## src/rtl/rr_burst_arbiter.sv

```systemverilog
// rtl/rr_burst_arbiter.sv - N-way round-robin bus arbiter with burst hold, hold-limit preemption and lock
module rr_burst_arbiter #(
    parameter int NUM_REQ  = 4,
    parameter int MAX_HOLD = 8
) (
    input  logic                       clk,
    input  logic                       reset,
    input  logic [NUM_REQ-1:0]         req,
    input  logic [NUM_REQ-1:0]         lock,
    output logic [NUM_REQ-1:0]         grant,
    output logic                       grant_valid,
    output logic [$clog2(NUM_REQ)-1:0] grant_id,
    output logic                       preempt
);
    localparam int ID_W  = $clog2(NUM_REQ);
    localparam int CNT_W = (MAX_HOLD > 0) ? $clog2(MAX_HOLD + 1) : 1;

    // Hold limit in counter width; with preemption disabled the counter never leaves 0.
    localparam logic [CNT_W-1:0] MAX_CNT = CNT_W'(MAX_HOLD);
    localparam logic [CNT_W-1:0] CNT_ONE = (MAX_HOLD != 0) ? CNT_W'(1) : '0;
    localparam bit               HOLD_EN = (MAX_HOLD != 0);

    typedef enum logic {IDLE, OWNED} state_t;

    state_t             state, state_nxt;
    logic [ID_W-1:0]    owner, owner_nxt;
    logic [ID_W-1:0]    ptr, ptr_nxt;
    logic [CNT_W-1:0]   hold_cnt, cnt_nxt;
    logic               preempt_nxt;
    logic               take;
    logic [NUM_REQ-1:0] take_mask;
    logic [NUM_REQ-1:0] others;
    logic [ID_W-1:0]    winner;

    // First set bit of mask, scanning circularly from start.
    function automatic logic [ID_W-1:0] pick(input logic [NUM_REQ-1:0] mask,
                                             input logic [ID_W-1:0]    start);
        logic [ID_W-1:0] w;
        logic [ID_W-1:0] cand;
        logic            found;
        w     = '0;
        found = 1'b0;
        for (int i = 0; i < NUM_REQ; i++) begin
            cand = ID_W'((int'(start) + i) % NUM_REQ);
            if (!found && mask[cand]) begin
                w     = cand;
                found = 1'b1;
            end
        end
        return w;
    endfunction

    // Index after w, wrapping at NUM_REQ (NUM_REQ need not be a power of two).
    function automatic logic [ID_W-1:0] wrap_inc(input logic [ID_W-1:0] w);
        return (w == ID_W'(NUM_REQ - 1)) ? '0 : w + ID_W'(1);
    endfunction

    // State register: owner, priority pointer, hold counter and the preempt pulse.
    always_ff @(posedge clk) begin
        if (reset) begin
            state    <= IDLE;
            owner    <= '0;
            ptr      <= '0;
            hold_cnt <= '0;
            preempt  <= 1'b0;
        end else begin
            state    <= state_nxt;
            owner    <= owner_nxt;
            ptr      <= ptr_nxt;
            hold_cnt <= cnt_nxt;
            preempt  <= preempt_nxt;
        end
    end

    // Next-state: release beats preemption beats continuation; any new grant goes through one path.
    always_comb begin
        state_nxt   = state;
        owner_nxt   = owner;
        ptr_nxt     = ptr;
        cnt_nxt     = hold_cnt;
        preempt_nxt = 1'b0;
        take        = 1'b0;
        take_mask   = req;
        others      = req & ~({{(NUM_REQ-1){1'b0}}, 1'b1} << owner);

        case (state)
            IDLE: begin
                if (|req) begin
                    take = 1'b1;
                end
            end
            OWNED: begin
                if (!req[owner]) begin
                    if (|others) begin
                        take = 1'b1;
                    end else begin
                        state_nxt = IDLE;
                    end
                end else if (HOLD_EN && (hold_cnt == MAX_CNT) && !lock[owner] && (|others)) begin
                    take        = 1'b1;
                    take_mask   = others;
                    preempt_nxt = 1'b1;
                end else if (hold_cnt != MAX_CNT) begin
                    cnt_nxt = hold_cnt + CNT_W'(1);
                end
            end
            default: state_nxt = IDLE;
        endcase

        winner = pick(take_mask, ptr);
        if (take) begin
            state_nxt = OWNED;
            owner_nxt = winner;
            ptr_nxt   = wrap_inc(winner);
            cnt_nxt   = CNT_ONE;
        end
    end

    // Outputs decode purely from registered state, so they change only at clock edges.
    always_comb begin
        grant       = '0;
        grant_id    = '0;
        grant_valid = 1'b0;
        if (state == OWNED) begin
            grant       = {{(NUM_REQ-1){1'b0}}, 1'b1} << owner;
            grant_id    = owner;
            grant_valid = 1'b1;
        end
    end

endmodule

```

## config.mk

```make
export PLATFORM = sky130hd
export DESIGN_NAME = rr_burst_arbiter
export DESIGN_NICKNAME = d
export VERILOG_FILES = /design/src/rtl/rr_burst_arbiter.sv
export SDC_FILE = /design/constraint.sdc
export NUM_CORES = 1
export LEC_CHECK = 0
export CORE_MARGIN = 10
export CORE_UTILIZATION = 30
export DETAILED_ROUTE_END_ITERATION = 12
export SYNTH_ARGS = -nofsm -noshare
export SYNTH_HDL_FRONTEND = slang
export SYNTH_SLANG_ARGS = --single-unit
```

## constraint.sdc

```tcl
create_clock -name clk -period 3.7 [get_ports clk]
set_clock_uncertainty 0.15 [all_clocks]
set_input_delay 0.37 -clock clk [delete_from_list [all_inputs] [get_ports clk]]
set_output_delay 0.37 -clock clk [all_outputs]
set_load 0.01 [all_outputs]
```

### Word-level counts from Yosys, hierarchy flattened

Index checks and enable logic that the tools add are counted.

* bits in registers: 10
* bits of input ports: 10
* output and inout port bits: 8
* logic and storage cells: 83

* $add $sub $neg: 5
* order comparisons: 5
* equality and inequality tests: 4
* shifts and indexed selects: 1
* muxes and demuxes: 39
* bitwise logic cells: 5
* reduce and logical (&&, ||, !) cells: 18

Operators by type and width (count)
* $mux W1: 22
* $mux W4: 4
* $lt A2 B3 Y1 const B: 5
* $bmux W1 S2: 6
* $mux W2: 6
* $reduce_and A4 Y1: 2
* $reduce_or A4 Y1: 2
* $reduce_bool A2 Y1: 3
* $logic_and A1 B1 Y1: 5
* $add A2 B1 Y2 const B: 2
* $add A2 B2 Y2 const B: 2
* $add A4 B1 Y4 const B: 1
* $and A4 B4 Y4: 1
* $eq A4 B4 Y1 const B: 1
* $logic_not A1 Y1: 4
* $ne A4 B4 Y1 const B: 1
* $not A4 Y4: 1
* $shl A1 B2 Y4 const A: 1
* $not A1 Y1: 3
* $reduce_or A3 Y1: 1
* $eq A2 B2 Y1 const B: 1
* $ne A2 B2 Y1 const B: 1
* $pmux W1 S2: 1
* $reduce_or A2 Y1: 1

### Depth between registers and ports, before layout

* depth after elaboration: 22
* gate-level depth with buffers: 9
* mapped depth without buffers: 9

### Worst setup path after synthesis

No wires, ideal clock.

* kind: flip-flop to flip-flop
* start point: register hold_cnt[0]
* end point: register owner[0]
* library setup time: 0.062 ns
* arrival: 2.416 ns
* required time: 3.488 ns
* setup slack: 1.072 ns
* cell stages (with the launch flop): 10
* path buffers: 0
* clock period less this slack: 2.628 ns
* cell sequence: dfxtp_1 > inv_1 > ha_1 > nand3b_4 > or3b_1 > or4_4 > or3_1 > a31o_1 > mux2_4 > nor2_2

* longest elaborated chain between the ends: 18

RTL lines
* start, declared: line 28 `logic [CNT_W-1:0] hold_cnt, cnt_nxt;`
* start signal, assigned: line 70 `hold_cnt <= cnt_nxt;`
* $eq A4 B4 Y1 (*): line 99 `end else if (HOLD_EN && (hold_cnt == MAX_CNT) && !lock[owner] && (|others)) begin`
* $logic_and A1 B1 Y1 (*) (2 in a row): line 99
* $mux W4: line 99
* $mux W4: line 93 `if (!req[owner]) begin`
* $mux W4: line 86 `case (state)`
* $bmux W1 S2: line 45 `if (!found && mask[cand]) begin`
* $mux W1 (implied by the code): line 45
* $mux W1: line 45
* $logic_not A1 Y1: line 45
* $logic_and A1 B1 Y1: line 45
* $mux W1: line 45
* $logic_not A1 Y1: line 45
* $logic_and A1 B1 Y1: line 45
* $mux W1: line 45
* $logic_not A1 Y1: line 45
* $logic_and A1 B1 Y1: line 45
* $mux W2: line 45
* end signal, assigned: line 68 `owner <= owner_nxt;`
* end, declared: line 26 `logic [ID_W-1:0] owner, owner_nxt;`

Mark *: on every way between the ends. The rest lies on a longest branch, timed or not. The select of a mux whose other input is x is not followed.
A chain may end at the register's enable or synchronous reset.

### Final worst setup path

Same ends and word-level chain as after synthesis.

==> results.md <==
* DRC violations left at 0
* First-pass DRT Iterations at 4
* Die Width at between 70 and 80 microns
* Crit start category: register
* Depth of the worst hold-timing path at 2
* Post-layout util at 40.14%
* Hold Crit Class: register to register
* PD cells at 304.4 mW/mm^2
* Post-layout power at slightly above 0.3 mW
* Instance count of the mapped netlist at 96
* Top-Level Pins at 18
* Via count normalized by instance count at between 5 and 6
* Post-Synthesis Net Count at ~110
* Initial standard-cell utilization of the core at 31.48%
* H-tree depth at 1
* Area leader, netlist: dfxtp_1
* End point of the most critical hold path: ptr[0]
* Global-route wire length before repair at about 3500 microns
* Max-Cap Viols at 0
* Number of pins with negative max-slew slack in the final report at 0
* Crit path max-delay family: simple AND/OR/NAND/NOR gates
* Number of buffers inserted by post-CTS setup repair at 0
* Critical-path top delay cell: or4_4
* Clock input transition at the sequential cells of the worst setup and hold paths at around 0.060 ns
* Initial antenna violation count at 0
* Remaining antenna violation count at 0
* Final worst-path cycle share at 76.04%
* Share of synthesized flip-flops with an asynchronous set or reset at 0%
* Number of enable-type register cells in the synthesized netlist at 0
* Outcome: finished, final reports clean
* RSZ-0062 raised after global routing: no
* Worst Setup End Kind: register
* Critical Path Fanout Max at 5
* Count of clock tree sinks at 10
* Average routed wire per standard cell at between 10 and 15 microns
* Final critical delay including setup and external delays at approximately 2.8 ns
* Die Outline Area at 0.005072 sq mm
* Remaining global-route overflow at 0
* Path depth of the worst reg2reg path at 9
* Clock root buffer: clkbuf_4
* Fmax at around 360 MHz
* Final Worst Setup Slack at ~0.9 ns
* Post-detail-place hpwl at roughly 1600 microns
* Synthesized flop and latch total at 10
* # nets final at 128
* Worst-case clock buffer depth at 2
* Synth Warn # at 0
* Largest net degree at the start of global routing at 14
* Vertical extent of the die at 71.22 microns
* First-iteration detailed-routing DRC count at 15
* Post-CTS resize count at 0
* TritonCTS clock tree: done
* Slew HR at 61.23%
* # setup viols final at 0
* Core Region at 0.002500 sq mm
* Arr. time, crit path at 2.86 ns
* Post-placement setup slack at about 0.65 ns
* Measured slew at the worst slew-check pin at roughly 0.57 ns
* Critical Path Max Stage Delay at about 0.54 ns
* Buffer and inverter count on the worst path at 1
* Average size of a mapped cell at just over 8 sq um
* Cells traversed along the worst timing path: inv_1 > ha_1 > nand3b_4 > or3b_1 > or4_4 > or3_1 > a31o_1 > mux2_4 > nor2_2
* Summed negative setup slack over all endpoints at 0 ns
* Destination of the worst register-to-register timing path: owner[0]
* Overall routing resource usage at approximately 8%
* Insertion delay to the later sink of the worst-skew pair at about 0.26 ns
* Synthesized area at roughly 800 sq um
* Static leakage power at 0.3927 nW
* Fraction of synthesized cell area taken by the top area cell type at roughly 25%
* Worst hold path startpoint: ptr[0]
* Most frequent standard cell in the layout excluding fill and tap cells: clkdlybuf4s50_1
* Maximum VDD drop at roughly 0.00023 V
* Reg2reg setup slack at 0.89 ns
* Cells taking the most area after synthesis: dfxtp_1 (25%), nor2_1 (7.6%), mux2i_1 (3.8%)
* Total number of vias at 760
* DRT Wirelength at 1980 microns
* Fraction of layout cells with a size suffix above 1 at a little over a tenth
* Req. time, crit path at 3.75 ns
* R2R Path Start: hold_cnt[0]
* Post-synthesis cell type count at 45
* Portion of the post-synthesis area used by sequential elements at between 20% and 30%
* Number of antenna diodes at 0
* Clock buffer count from CTS at 3
* Most used flip-flop cell after synthesis: dfxtp_1
* Final Hold Viols at 0
* Gpl congestion at around 0.83
* Hold bufs inserted after CTS at 0
* Placement row count at 18
* Port bufs at 17
* CP Class: register to register
* Commonest cells after routing, fill and taps aside: clkdlybuf4s50_1 (17), nor2_1 (16), dfxtp_1 (10), inv_1 (7), nand2_1 (5)
* Area growth from synthesis to layout at 27.50%
* Vias in the first global route at slightly below 800
* Critical Path Start: hold_cnt[0]
==> kinds of logic (layout without fill, tap and decap cells) <==
logic type,after synthesis,in the layout,share of synthesized area [%]
adders and majority gates,2,2,3.179
AOI/OAI and AO/OA,19,19,17.81
DFF,10,10,25.44
xor gates and xnor gates,4,4,4.452
muxes,7,7,11.92
buffers and inverters,10,28,6.041
and+or+nand+nor,44,44,31.16
==> routing by layer <==
metal | vias up | global-route usage, % | share of wire (%)
met5 | - | 0 | 0
met4 | 0 | 2.581 | 0.96
met3 | 5 | 4.683 | 9.7
met2 | 26 | 12.45 | 45
met1 | 345 | 9.197 | 44
li1 | 384 | - | -
==> how the worst max path moves through the flow <==
stage               endpoint  slack [ns]  cells past startpoint
finish              owner[0]        0.89                      9
global route          ptr[1]        0.63                      8
CTS                 owner[0]        0.87                      9
detailed placement    ptr[1]        0.65                      8
global placement    owner[0]        0.69                      8
floorplan           owner[0]        1.07                      9
==> layout make-up <==
type                       instances  area [sq um]
sequential                        10         200.2
tap                               30         37.54
inverter                           7         26.28
multi-input combinational         76         539.3
timing repair buffer              18         177.7
clock buffer                       3         22.52
fill                             247          1496
==> cells in the mapped netlist, types with 2 or more instances <==
master	number
a211oi_1	4
mux2i_1	3
inv_1	7
dfxtp_1	10
or3_1	3
a21oi_1	2
ha_1	2
xnor2_1	2
o21ai_0	3
xor2_1	2
nand3_1	3
nor3_1	3
nor2_1	16
nand2_1	5
==> report_power, final <==
group	total (mW)	leakage (nW)	internal [mW]	switching, mW
registers	0.128	0.0823	0.117	0.0110
logic	0.107	0.297	0.0536	0.0531
clock network	0.0711	0.0138	0.0374	0.0337
total	0.305	0.393	0.208	0.0979
==> stage by stage <==
step | instances | instance area, sq um | hold slack (ns)
floorplan | 96 | 787.0 | 0.2862
global placement | 141 | 980.9 | 0.3735
detailed placement | 141 | 980.9 | 0.3916
CTS | 144 | 1003 | 0.4051
global route | 144 | 1003 | 0.4325
finish | 144 | 1003 | 0.3927
==> state kept, by name (all words and copies together) (netlist names) <==
register / flops
preempt: 1
ptr: 2
state: 1
owner: 2
hold_cnt: 4
==> tightest hold or removal path: stages (launching register included) <==
cell and delay, ns:
dfxtp_1 0.31, inv_1 0.11, a211oi_1 0.08
Note: power is estimated with default switching activity, not from simulation.
